<file path="src/rtl/fib_pkg.sv">
// Shared types and constants for the Fibonacci/Lucas sequencer.
package fib_pkg;

  // Controller states: waiting for a request, or iterating.
  typedef enum logic {
    IDLE = 1'b0,
    CALC = 1'b1
  } state_e;

  // Sequence selection as sampled from the mode input.
  localparam logic MODE_FIB = 1'b0;
  localparam logic MODE_LUC = 1'b1;

  // Seeds need only two bits; they are zero-extended into the datapath.
  localparam int unsigned SEED_W = 2;

  localparam logic [SEED_W-1:0] FIB_SEED0 = 2'd0;
  localparam logic [SEED_W-1:0] FIB_SEED1 = 2'd1;
  localparam logic [SEED_W-1:0] LUC_SEED0 = 2'd2;
  localparam logic [SEED_W-1:0] LUC_SEED1 = 2'd1;

  // Term 0 of the selected sequence.
  function automatic logic [SEED_W-1:0] seed0(input logic mode);
    return (mode == MODE_LUC) ? LUC_SEED0 : FIB_SEED0;
  endfunction

  // Term 1 of the selected sequence.
  function automatic logic [SEED_W-1:0] seed1(input logic mode);
    return (mode == MODE_LUC) ? LUC_SEED1 : FIB_SEED1;
  endfunction

endpackage

</file>
<file path="src/rtl/fib_step.sv">
// One recurrence step: WIDTH-bit sum of the two previous terms plus carry-out.
module fib_step #(
  parameter int unsigned WIDTH = 32
) (
  input  logic [WIDTH-1:0] a_i,
  input  logic [WIDTH-1:0] b_i,
  output logic [WIDTH-1:0] sum_o,
  output logic             carry_o
);

  // Widen by one bit so the carry falls out of the same adder.
  assign {carry_o, sum_o} = {1'b0, a_i} + {1'b0, b_i};

endmodule

</file>
<file path="src/rtl/seq_fib.sv">
// Iterative n-th term of the Fibonacci or Lucas sequence, one step per clock.
module seq_fib
  import fib_pkg::*;
#(
  parameter int unsigned WIDTH = 32,
  parameter int unsigned NW    = 32
) (
  input  logic             clk,
  input  logic             rst,
  input  logic             start,
  input  logic [NW-1:0]    n,
  input  logic             mode,
  input  logic             abort,
  output logic             ready,
  output logic [WIDTH-1:0] res,
  output logic             valid,
  output logic             ovf
);

  state_e           state_q, state_d;
  logic [WIDTH-1:0] a_q, a_d;
  logic [WIDTH-1:0] b_q, b_d;
  logic [NW-1:0]    cnt_q, cnt_d;
  logic             cy_q, cy_d;
  logic [WIDTH-1:0] res_q, res_d;
  logic             ovf_q, ovf_d;
  logic             valid_q, valid_d;

  logic [WIDTH-1:0] sum;
  logic             carry;

  // Single shared adder for the a+b recurrence.
  fib_step #(
    .WIDTH (WIDTH)
  ) u_step (
    .a_i     (a_q),
    .b_i     (b_q),
    .sum_o   (sum),
    .carry_o (carry)
  );

  // State and datapath registers.
  always_ff @(posedge clk or posedge rst) begin
    if (rst) begin
      state_q <= IDLE;
      a_q     <= '0;
      b_q     <= '0;
      cnt_q   <= '0;
      cy_q    <= 1'b0;
      res_q   <= '0;
      ovf_q   <= 1'b0;
      valid_q <= 1'b0;
    end else begin
      state_q <= state_d;
      a_q     <= a_d;
      b_q     <= b_d;
      cnt_q   <= cnt_d;
      cy_q    <= cy_d;
      res_q   <= res_d;
      ovf_q   <= ovf_d;
      valid_q <= valid_d;
    end
  end

  // Next-state and datapath control; abort outranks completion in CALC.
  always_comb begin
    state_d = state_q;
    a_d     = a_q;
    b_d     = b_q;
    cnt_d   = cnt_q;
    cy_d    = cy_q;
    res_d   = res_q;
    ovf_d   = ovf_q;
    valid_d = 1'b0;

    case (state_q)
      IDLE: begin
        if (start) begin
          a_d     = WIDTH'(seed0(mode));
          b_d     = WIDTH'(seed1(mode));
          cnt_d   = n;
          cy_d    = 1'b0;
          state_d = CALC;
        end
      end

      CALC: begin
        if (abort) begin
          state_d = IDLE;
        end else if (cnt_q >= NW'(2)) begin
          a_d   = b_q;
          b_d   = sum;
          cy_d  = cy_q | carry;
          cnt_d = cnt_q - NW'(1);
        end else begin
          res_d   = (cnt_q == '0) ? a_q : b_q;
          ovf_d   = cy_q;
          valid_d = 1'b1;
          state_d = IDLE;
        end
      end

      default: begin
        state_d = IDLE;
      end
    endcase
  end

  assign ready = (state_q == IDLE);
  assign res   = res_q;
  assign valid = valid_q;
  assign ovf   = ovf_q;

endmodule

</file>
<file path="config.mk">
export PLATFORM = sky130hd
export DESIGN_NAME = seq_fib
export DESIGN_NICKNAME = d
export VERILOG_FILES = /design/src/rtl/fib_pkg.sv /design/src/rtl/fib_step.sv /design/src/rtl/seq_fib.sv
export SDC_FILE = /design/constraint.sdc
export NUM_CORES = 1
export LEC_CHECK = 0
export ABC_AREA = 1
export CAP_MARGIN = 15
export CORE_MARGIN = 4
export CORE_UTILIZATION = 55
export CTS_BUF_LIST = sky130_fd_sc_hd__clkbuf_4 sky130_fd_sc_hd__clkbuf_8
export DETAILED_ROUTE_END_ITERATION = 8
export GPL_ROUTABILITY_DRIVEN = 0
export HOLD_SLACK_MARGIN = 0.08
export PLACE_DENSITY = 0.76
export SYNTH_ARGS = -nofsm -noshare
export SYNTH_HDL_FRONTEND = slang
export SYNTH_SLANG_ARGS = --single-unit
</file>
<file path="constraint.sdc">
create_clock -name clk -period 4.8 [get_ports clk]
set_input_delay 0.96 -clock clk [delete_from_list [all_inputs] [get_ports clk]]
set_output_delay 0.96 -clock clk [all_outputs]
set_load 0.05 [all_outputs]
</file>
* Word level (Yosys, flattened, before mapping) *
Cells that the tools add are included.
Widths: inputs -> output; s select.

word-level totals
  bits in registers = 132
  word-level logic and storage cells = 46
  bits in writable memories = 0
  memories kept = 0
  bits in read-only memories = 0
  bits in latches = 0

operators by class
  magnitude comparators = 1
  bitwise operators = 4
  eq/ne operators = 3
  $add $sub $neg = 2
  reduce and logical (&&, ||, !) cells = 3
  $mul = 0
  mux-type cells = 25
  divide/modulo/power cells = 0
  shift-type cells = 0

operators by type and width
  kind                   count
  $mux 32                10
  $pmux 32 s2            3
  $add 32x32->33         1
  $ge 32x2->1 const B    1
  $logic_not 32->1       1
  $sub 32x1->32 const B  1
  $mux 1                 9
  $reduce_and 3->1       2
  $ne 2x2->1 const B     2
  $pmux 1 s2             2
  $not 1->1              3
  $mux 2                 1
  $ne 2x1->1 const B     1
  $or 1x1->1             1

* Logic depth before layout (Yosys ltp) *
Gate-level depths: netlist of run 1.

  word-level depth = 5
  gate-level depth with buffers = 14

* Modules after synthesis *
From an unflattened synthesis of run 1, not the netlist that was laid out.

unflattened totals
  cell total of the unflattened synthesis = 1,408
  area, all modules = 9,724.3 µm²

by module, submodules not included
  module    area each (µm²)  cells each  times used
  seq_fib   7,300.8          903         1
  fib_step  2,423.6          505         1

* Least setup slack after synthesis of run 1 *
OpenSTA, ideal clock, no wires.

  kind = flip-flop to output port
  start point = register state_q
  end point = output ready
  arrival time = 1,357 ps
  path slack = 2,483 ps
  cell stages (with the launch flop) = 5
  path buffers = 3
  cell sequence = dfrtp_1 -> buf_2 -> inv_1 -> buf_2 -> clkbuf_1

between the ends
  longest elaborated chain between the ends = 1

RTL lines
  element                   line           source
  start: declaration        seq_fib.sv:20  state_e state_q, state_d;
  start signal: assignment  seq_fib.sv:54  state_q <= state_d;
  $not 1->1                 n/a
  end: declaration          seq_fib.sv:14  output logic ready,

No other way between the ends.

* Worst setup path in the final report of run 1 *
  start point = register cnt_q[0]
  end point = register b_q[9]

between the ends
  longest elaborated chain between the ends = 3

RTL lines
  element                            line           source
  start: declaration                 seq_fib.sv:23  logic [NW-1:0] cnt_q, cnt_d;
  start signal: assignment           seq_fib.sv:57  cnt_q <= cnt_d;
  $ge 32x2->1                        seq_fib.sv:90  end else if (cnt_q >= NW'(2)) begin
  $ne 2x1->1 (no source line)        n/a
  $reduce_and 3->1 (no source line)  n/a
  end signal: assignment             seq_fib.sv:47  b_q <= '0;
  end signal: assignment             seq_fib.sv:56  b_q <= b_d;
  end: declaration                   seq_fib.sv:22  logic [WIDTH-1:0] b_q, b_d;

No other way between the ends.
A chain may end at the register's enable or synchronous reset.

==> results of run 1 <==
cell type report:
class / instances / area share (%)
clock buffer: 18 / 2.405
clock inverter: 14 / 1.944
inverter: 230 / 8.430
multi-input combinational: 973 / 44.82
sequential: 132 / 32.07
tap: 216 / 2.624
timing repair buffer: 82 / 7.702
per-stage QoR:
step / power [mW] / util [%] / hold slack [ps] / area [sq um] / setup WS [ps]
floorplan: 2.455 / - / 449.2 / 8997 / 314.0
global placement: 2.718 / 61.80 / 454.6 / 9852 / 1536
detailed placement: 2.756 / 61.80 / 463.8 / 9852 / 1500
CTS: 3.837 / 64.61 / 483.6 / 10300 / 1644
global route: 4.113 / 64.61 / 498.1 / 10300 / 1382
finish: 3.825 / 64.61 / 479.7 / 10300 / 1654
cells in the final DEF, fill, tap and decap left out, types with 7 or more instances in the layout:
cell | netlist | final
buf_4 | 4 | 11
o21ai_1 | 13 | 13
nor3_1 | 7 | 7
clkbuf_8 | 0 | 18
nand3_1 | 140 | 140
dfrtp_1 | 132 | 132
clkdlybuf4s50_1 | 0 | 71
inv_1 | 227 | 226
or2_2 | 16 | 16
o21ai_0 | 30 | 30
ha_1 | 35 | 35
nor2_1 | 109 | 108
nand4_1 | 10 | 10
o22ai_1 | 43 | 43
o211ai_1 | 8 | 8
nand2_1 | 502 | 501
a21oi_1 | 24 | 24
xnor2_1 | 8 | 8
cells by family after synthesis:
family / after synthesis / share of synthesized area, %
AO/OA/AOI/OAI: 130 / 8.441
XOR/XNOR: 11 / 1.071
adder cells (fa/ha/maj): 36 / 5.090
buffers and inverters: 274 / 12.08
flip-flops: 132 / 36.71
AND/OR/NAND/NOR: 796 / 36.60
worst max path at each step:
stage | start | to | slack [ps] | depth (start not counted)
2_1_floorplan | rst | a_q[0]$_DFFE_PP0P_ | 310 | 1
3_3_place_gp | abort | b_q[9]$_DFFE_PP0P_ | 1540 | 6
3_5_place_dp | abort | b_q[9]$_DFFE_PP0P_ | 1500 | 6
4_1_cts | cnt_q[0]$_DFFE_PP0P_ | b_q[9]$_DFFE_PP0P_ | 1640 | 8
5_1_grt | cnt_q[0]$_DFFE_PP0P_ | b_q[15]$_DFFE_PP0P_ | 1380 | 8
6_report | cnt_q[0]$_DFFE_PP0P_ | b_q[9]$_DFFE_PP0P_ | 1650 | 8
sequential cells by signal, summed over array words and instances, names as in the netlist:
| register | cells |
|---|---|
| a_q | 32 |
| b_q | 32 |
| cnt_q | 32 |
| res | 32 |
| cy_q | 1 |
| ovf | 1 |
| state_q | 1 |
| valid | 1 |
worst min-delay path: cells and delay by family, from the launching register on:
family,cells,cell delay [ps]
flip-flops,1,350
AND/OR/NAND/NOR,2,100
power by group through the flow:
stage               Clock (mW)  Combinational [mW]  Sequential [mW]
finish                    1.08                1.23             1.51
global route              1.14                1.42             1.55
CTS                       1.09                1.23             1.51
detailed placement           0                1.23             1.53
global placement             0                1.19             1.52
floorplan                    0               0.977             1.48
layer usage:
| layer | track usage (%) | wire length [microns] | up-vias |
|---|---|---|---|
| li1 | - | - | 4415 |
| met1 | 35.09 | 10430 | 3860 |
| met2 | 41.79 | 10360 | 207 |
| met3 | 3.479 | 934 | 40 |
| met4 | 9.406 | 585 | 0 |
| met5 | 0 | 0 | - |
==> flow_metrics.env, run 1 <==
export IMPL_status="finished clean"
export IMPL_multi_input_area_sq_um=4617
export IMPL_hp_class="flop to flop"
export IMPL_post_cts_setup_buffers=0
export IMPL_worstPathArrival_ps=3540
export IMPL_clk_pin_slew_worst_paths_ps=80
export IMPL_crit_chain="inv_1 > ha_1 > nor3_1 > nand3_2 > o21ai_4 > nand2_4 > buf_4 > o22ai_1"
export IMPL_tightest_slew_ps=837.5
export IMPL_cellPowerDensity_nw_per_um2=371.3
export IMPL_avgViaCountPerCell=5.118
export IMPL_r2r_slack_ps=1650
export IMPL_yosysMostFrequentCell="nand2_1"
export IMPL_ys_flop_type="dfrtp_1"
export IMPL_cp_max_fo=77
export IMPL_synthTopCellsByArea="dfrtp_1, nand2_1, inv_1, nand3_1, ha_1"
export IMPL_nNetsFinal=1509
export IMPL_finClkSkew_ps=17.53
export IMPL_cts_hold_buf=0
export IMPL_cap_violations=0
export IMPL_grt_remaining_overflow=0
export IMPL_pwr_share_comb_pct=32.2
export IMPL_cpLargestDelayFamily="simple AND/OR/NAND/NOR gates"
export IMPL_p_clk_share_pct=28.2
export IMPL_regToRegEndpoint="b_q[9]$_DFFE_PP0P_"
export IMPL_synthCells=1379
export IMPL_finalSetupViolCount=0
export IMPL_numCtsBuffers=17
export IMPL_cts_htree_levels=4
export IMPL_core_sq_um=15940
export IMPL_switchingPower_mw=1.465
export IMPL_dieArea_sq_um=18470
export IMPL_dp_hpwl_mm=15.91
export IMPL_synth_edff_count=0
export IMPL_end_kind="flop"
export IMPL_timing_fmax_mhz=317.9
export IMPL_fin_cells=1665
export IMPL_drc_errors=0
export IMPL_clock_latency_ps=480
export IMPL_ff_latch_area_sq_um=3303
export IMPL_rr_startpoint="cnt_q[0]$_DFFE_PP0P_"
export IMPL_syn2layout_area_growth_pct=14.48
export IMPL_cp_start_kind="flop"
export IMPL_fill_cells=1503
export IMPL_yosysWarnings=0
export IMPL_root_buffer="clkbuf_8"
export IMPL_rsz0062_at_grt="no"
export IMPL_dp_cells=1633
export IMPL_path_class="flop to flop"
export IMPL_hold_viol_final=0
export IMPL_vdd_drop_max_uv=195.9
export IMPL_postSynthRegisterBits=132
export IMPL_hp_start="res[25]$_DFFE_PP0P_"
export IMPL_drv_slew=0
export IMPL_synth_cell_types=34
export IMPL_required_ps=5190
export IMPL_ant_nets=0
export IMPL_p_leak_nw=5.539
export IMPL_drive_gt1_share_pct=5.038
export IMPL_synth_top_area_share_pct=36.71
export IMPL_drt_iter0_drc=605
export IMPL_antenna_found_initial=0
export IMPL_antenna_cells=0
export IMPL_maxSlewHeadroom_pct=44.17
export IMPL_port_buffers=71
export IMPL_async_flop_share_pct=100.0
export IMPL_p_seq_share_pct=39.6
export IMPL_r2r_cells=8
export IMPL_slowest_delay_ps=650
export IMPL_cts_sinks=132
export IMPL_ctsLongestPathBuffers=2
export IMPL_ys_seq_area_share_pct=36.71
export IMPL_syn_nets=1452
export IMPL_min_to="res[25]$_DFFE_PP0P_"
export IMPL_die_y_microns=135.9
export IMPL_cts_resized=0
export IMPL_synthesis_area_sq_um=8997
export IMPL_die_x_microns=135.9
export IMPL_critPathBufInv=2
export IMPL_cts_tree="done"
export IMPL_slowest_stage="nand2_4"
export IMPL_grt_pass1_vias=8136
export IMPL_synth_top_area_cell="dfrtp_1"
export IMPL_start_util_pct=56.44
export IMPL_grt_max_degree=93
export IMPL_hold_depth=2
export IMPL_internal_power_mw=2.359
export IMPL_drt_first_pass_iters=5
export IMPL_grt_pass1_wl_mm=38.48
export IMPL_switching_share_pct=38.31
export IMPL_synth_commonest_cells="nand2_1, inv_1, nand3_1"
export IMPL_track_usage_pct=25.64
export IMPL_fin_setup_tns_ps=0
export IMPL_period_minus_slack_ps=3146
export IMPL_avgSynthCellArea_sq_um=6.525
export IMPL_rows=46
export IMPL_post_route_period_util_pct=65.54
export IMPL_vias=8522
export IMPL_drt_total_wl_mm=22.31
export IMPL_drt_wirelength_per_cell_microns=13.40
export IMPL_pin_count=72
No activity file was read; power rests on OpenSTA's default activity.
==> inputs of run 2 (changes only) <==
Settings changed: PLACE_DENSITY 0.76 to 0.79.
Clock period 4.8 ns to 2.8 ns, I/O delays scaled along.
==> run 2 against run 1 <==
  * Cell area up 0.35%
  * Fmax grew 20%
  * Critical path type unchanged
  * Highest routed layer unchanged
  * Die area is the same
  * Hold slack worse by 3.1 ps
  * Non-clock buffer count up 4
==> flow_metrics.env, run 2 (synthesis gave the netlist of run 1 again) <==
export IMPL_status="finished clean"
export IMPL_fin_setup_tns_ps=0
export IMPL_r2r_slack_ps=180
export IMPL_path_class="flop to flop"
export IMPL_switching_share_pct=37.28
export IMPL_pwr_share_comb_pct=33.3
export IMPL_track_usage_pct=26.03
export IMPL_antenna_found_initial=0
export IMPL_dp_hpwl_mm=16.42
export IMPL_cap_violations=0
export IMPL_cp_max_fo=34
export IMPL_rows=46
export IMPL_die_y_microns=135.9
export IMPL_core_sq_um=15940
export IMPL_grt_use_met1_pct=33.70
export IMPL_die_x_microns=135.9
export IMPL_drt_total_wl_mm=22.63
export IMPL_hp_class="flop to flop"
export IMPL_drt_first_pass_iters=6
export IMPL_root_buffer="clkbuf_8"
export IMPL_drc_errors=0
export IMPL_grt_use_met2_pct=43.83
export IMPL_layout_commonest_cell="nand2_1"
export IMPL_drive_gt1_share_pct=5.172
export IMPL_cts_htree_levels=4
export IMPL_fill_cells=1505
export IMPL_timing_fmax_mhz=382.0
export IMPL_antenna_cells=0
export IMPL_switchingPower_mw=2.423
export IMPL_pin_count=72
export IMPL_cp_start_kind="flop"
export IMPL_grt_max_degree=96
export IMPL_hold_viol_final=0
export IMPL_place_ws_ps=247.5
export IMPL_critPathBufInv=2
export IMPL_post_route_period_util_pct=93.49
export IMPL_grt_pass1_vias=8182
export IMPL_cts_tree="done"
export IMPL_ff_latch_area_sq_um=3303
export IMPL_drv_slew=0
export IMPL_dp_cells=1637
export IMPL_slowest_stage="o21ai_4"
export IMPL_fin_cells=1666
export IMPL_p_seq_share_pct=40.0
export IMPL_syn2layout_area_growth_pct=14.88
export IMPL_drt_wirelength_per_cell_microns=13.58
export IMPL_post_cts_setup_buffers=0
export IMPL_grt_remaining_overflow=0
export IMPL_rsz0062_at_grt="no"
export IMPL_ant_nets=0
export IMPL_final_cell_mix="nand2_1, inv_1, nand3_1"
export IMPL_clock_latency_ps=450
export IMPL_power_total_mw=6.499
export IMPL_period_minus_slack_ps=2618
export IMPL_cellPowerDensity_nw_per_um2=628.7
export IMPL_drt_iter0_drc=606
export IMPL_maxSlewHeadroom_pct=55.75
export IMPL_cts_sinks=132
export IMPL_vias=8641
export IMPL_start_util_pct=56.44
export IMPL_avgViaCountPerCell=5.187
export IMPL_vdd_drop_max_uv=337.6
export IMPL_p_leak_nw=5.571
export IMPL_numCtsBuffers=17
export IMPL_multi_input_area_sq_um=4617
export IMPL_internal_power_mw=4.076
export IMPL_grt_pass1_wl_mm=38.99
export IMPL_cts_resized=0
export IMPL_worstPathArrival_ps=2950
export IMPL_setup_ws_ps=182.2
export IMPL_clk_pin_slew_worst_paths_ps=70
export IMPL_port_buffers=71
export IMPL_tightest_slew_ps=662.7
export IMPL_final_cell_area_sq_um=10340
export IMPL_p_clk_share_pct=26.6
export IMPL_nNetsFinal=1513
export IMPL_ctsLongestPathBuffers=2
export IMPL_slowest_delay_ps=510
export IMPL_cpLargestDelayFamily="simple AND/OR/NAND/NOR gates"
export IMPL_required_ps=3130
export IMPL_gr_usage_met3_pct=4.293
export IMPL_cts_hold_buf=0
export IMPL_post_dp_cell_area_sq_um=9916
export IMPL_finClkSkew_ps=12.37
export IMPL_end_kind="flop"
export IMPL_crit_chain="inv_1 > ha_1 > nor3_1 > nand3_2 > o21ai_4 > nand2_4 > buf_12 > o211ai_1 > nand2_1"
export IMPL_dieArea_sq_um=18470
export IMPL_finalSetupViolCount=0
export IMPL_busiest_layer="met2"
[run 2: cell count changes in the layout (fill, tap and decap cells not counted), sizes merged]
cell	delta
clkbuf	+7
buf	+5
inv	-4
clkinv	-3
clkinvlp	-2
bufinv	-1
clkdlybuf4s50	-1
[run 2: worst paths after layout]
kind | startpoint | end | cells past startpoint
min in group asynchronous | rst | res[0]$_DFFE_PP0P_ | 3
setup / recovery | cnt_q[0]$_DFFE_PP0P_ | cnt_q[28]$_DFFE_PP0P_ | 9
max in group asynchronous | rst | res[18]$_DFFE_PP0P_ | 3
hold / removal | res[12]$_DFFE_PP0P_ | res[12]$_DFFE_PP0P_ | 2
hold reg to reg | res[12]$_DFFE_PP0P_ | res[12]$_DFFE_PP0P_ | 2
setup reg to reg | cnt_q[0]$_DFFE_PP0P_ | cnt_q[28]$_DFFE_PP0P_ | 9
[run 2: worst register-to-register path, cell delays in order (launching register included)]
cell and delay [ps]:
dfrtp_1 340, inv_1 100, ha_1 210, nor3_1 320
nand3_2 190, o21ai_4 510, nand2_4 350, buf_12 300
o211ai_1 120, nand2_1 70
[run 2: power groups by stage]
stage	clock network, mW	logic [mW]	registers, mW
floorplan	0	1.67	2.53
global placement	0	2.08	2.61
detailed placement	0	2.13	2.62
CTS	1.76	2.16	2.59
global route	1.85	2.49	2.65
finish	1.73	2.17	2.60
[run 2: final cells by class]
cell class | count | area share, %
clock buffers | 25 | 3.147
clock inverters | 4 | 0.9200
inverters | 230 | 8.389
multi-input cells | 973 | 44.67
flip-flops and latches | 132 | 31.96
well taps | 216 | 2.615
repair buffers | 86 | 8.304
[run 2: through the flow]
stage	util, %	hold slack, ps
2_1_floorplan	-	449.2
3_3_place_gp	62.20	456.2
3_5_place_dp	62.20	462.0
4_1_cts	64.83	482.1
5_1_grt	64.83	504.3
6_report	64.83	476.6
[run 2: metal layers]
layer / wire length, microns / part of all wire [%]
met2: 10990 / 49
met1: 10020 / 44
met5: 0 / 0
met3: 1095 / 4.8
met4: 519 / 2.3
==> inputs of run 3 (changes only) <==
Settings changed: DONT_BUFFER_PORTS set to 1, PLACE_DENSITY 0.79 to 0.73, SYNTH_HIERARCHICAL set to 1.
==> run 3 against run 2 <==
  * Core utilization shrank 5.2 points
  * Global-route usage fell by 0.45 points
  * Synthesized cell count is 2.1% higher
  * Setup slack better by 380 ps
  * Register-to-register slack improved by 380 ps
  * Sequential power barely moved
  * Count of clock-buffer cells in the layout is 4 lower
  * Largest power group is now combinational logic
==> flow_metrics.env, run 3 <==
export IMPL_status="finished clean"
export IMPL_grt_max_degree=83
export IMPL_rsz0062_at_grt="no"
export IMPL_vdd_drop_max_uv=392.7
export IMPL_required_ps=3170
export IMPL_cp_max_fo=61
export IMPL_drive_gt1_share_pct=12.20
export IMPL_ys_seq_area_share_pct=33.97
export IMPL_clock_latency_ps=450
export IMPL_grt_remaining_overflow=0
export IMPL_syn_nets=1481
export IMPL_die_y_microns=141.0
export IMPL_ant_nets=0
export IMPL_drv_slew=0
export IMPL_final_cell_area_sq_um=10310
export IMPL_nNetsFinal=1470
export IMPL_cap_violations=0
export IMPL_fin_setup_tns_ps=0
export IMPL_core_sq_um=17300
export IMPL_yosysMostFrequentCell="nand2_1"
export IMPL_root_buffer="clkbuf_8"
export IMPL_finalSetupViolCount=0
export IMPL_drt_wirelength_per_cell_microns=15.07
export IMPL_period_minus_slack_ps=2238
export IMPL_drt_iter0_drc=608
export IMPL_worstPathArrival_ps=2600
export IMPL_hold_slack_ps=326.6
export IMPL_start_util_pct=56.22
export IMPL_clk_pin_slew_worst_paths_ps=80
export IMPL_synth_commonest_cells="nand2_1, inv_1, dfrtp_1"
export IMPL_syn2layout_area_growth_pct=6.073
export IMPL_rows=48
export IMPL_pin_count=72
export IMPL_timing_fmax_mhz=446.8
export IMPL_cts_tree="done"
export IMPL_cellPowerDensity_nw_per_um2=704.7
export IMPL_layout_commonest_cell="nand2_1"
export IMPL_avgSynthCellArea_sq_um=6.906
export IMPL_path_class="flop to flop"
export IMPL_antenna_cells=0
export IMPL_final_cell_mix="nand2_1, inv_1, dfrtp_1"
export IMPL_ys_flop_type="dfrtp_1"
export IMPL_postSynthRegisterBits=132
export IMPL_synth_top_area_share_pct=33.97
export IMPL_post_dp_cell_area_sq_um=9849
export IMPL_hp_class="input pin to flop"
export IMPL_numCtsBuffers=17
export IMPL_dp_hpwl_mm=17.53
export IMPL_synthTopCellsByArea="dfrtp_1, nand2_1, inv_1, o22ai_2, nand3_1"
export IMPL_maxSlewHeadroom_pct=60.55
export IMPL_track_usage_pct=25.58
export IMPL_async_flop_share_pct=100.0
export IMPL_cts_htree_levels=4
export IMPL_synth_cell_types=34
export IMPL_cts_resized=0
export IMPL_grt_pass1_vias=8595
export IMPL_grt_pass1_wl_mm=41.55
export IMPL_tightest_slew_ps=587.2
export IMPL_synth_top_area_cell="dfrtp_1"
export IMPL_avgViaCountPerCell=5.332
export IMPL_drt_total_wl_mm=24.63
export IMPL_ctsLongestPathBuffers=2
export IMPL_post_route_period_util_pct=79.94
export IMPL_port_buffers=0
export IMPL_cts_sinks=132
export IMPL_finClkSkew_ps=15.08
export IMPL_drc_errors=0
export IMPL_dieArea_sq_um=19870
export IMPL_synth_edff_count=0
export IMPL_die_x_microns=141.0
export IMPL_p_leak_nw=5.425
export IMPL_antenna_found_initial=0
export IMPL_cp_start_kind="flop"
export IMPL_synthCells=1408
export IMPL_end_kind="flop"
export IMPL_fill_cells=1589
export IMPL_synthesis_area_sq_um=9724
export IMPL_drt_first_pass_iters=7
export IMPL_hold_viol_final=0
export IMPL_vias=8718
export IMPL_yosysWarnings=6
## run 3: report_power, final
group / internal, mW / switching [mW]
clock network: 1.06 / 0.799
registers: 2.29 / 0.347
logic: 1.01 / 1.78
## run 3: cells by family after synthesis
group | after synthesis | share of synthesized area [%]
AND/OR/NAND/NOR | 761 | 33.38
buffers and inverters | 306 | 13.46
AO/OA/AOI/OAI | 157 | 13.05
flip-flops | 132 | 33.97
adder cells (fa/ha/maj) | 36 | 4.709
XOR/XNOR | 16 | 1.441
## run 3: critical path, stage by stage, from the launching register on
cell     delay [ps]
dfrtp_1         350
inv_1            90
ha_1            190
or2_2           260
nor2_1           80
nand3_1         140
o21ai_4         210
nand2_4         290
buf_12          340
o22ai_2         140
## run 3: final timing paths
path	startpoint	to	slack [ps]	cells after the start
min in group asynchronous	rst	state_q$_DFF_PP0_	700	3
setup reg to reg	cnt_q[0]$_DFFE_PP0P_	a_q[31]$_DFFE_PP0P_	560	9
hold reg to reg	cy_q$_DFFE_PP0P_	ovf$_DFFE_PP0P_	520	2
hold / removal	n[2]	cnt_q[2]$_DFFE_PP0P_	330	4
setup / recovery	cnt_q[0]$_DFFE_PP0P_	a_q[31]$_DFFE_PP0P_	560	9
max in group asynchronous	rst	a_q[23]$_DFFE_PP0P_	1680	3
## run 3: final cells by class
type                       instances  area [sq um]  area share [%]
clock buffer                      21         282.8           2.741
clock inverter                    11         172.7           1.674
inverter                         261         984.7           9.546
multi-input combinational        970          5125           49.68
sequential                       132          3303           32.02
tap                              225         281.5           2.729
timing repair buffer              15         165.2           1.601
## run 3: what timing repair did
| item | 4_1_cts | 5_1_grt |
|---|---|---|
| setup buffers | 0 | 0 |
| hold buffers | 1 | 0 |
| hold endpoints to repair | 14 | 0 |
## run 3: layer usage
metal  share of wire (%)  wire length (microns)  track usage (%)  up-vias
met5                   0                      0                0        -
met4                 2.8                    682            9.638        0
met3                 5.4                   1328            4.342       54
met2                  48                  11780            42.94      244
met1                  44                  10840            33.22     4070
li1                    -                      -                -     4350
## run 3: stage by stage
stage,util [%],power (mW),setup slack (ps),cells
2_1_floorplan,-,4.840,602.8,1408
3_3_place_gp,56.94,5.345,641.1,1602
3_5_place_dp,56.94,5.406,572.8,1602
4_1_cts,59.64,7.284,552.9,1635
5_1_grt,59.64,7.807,379.0,1635
6_report,59.64,7.269,561.8,1635
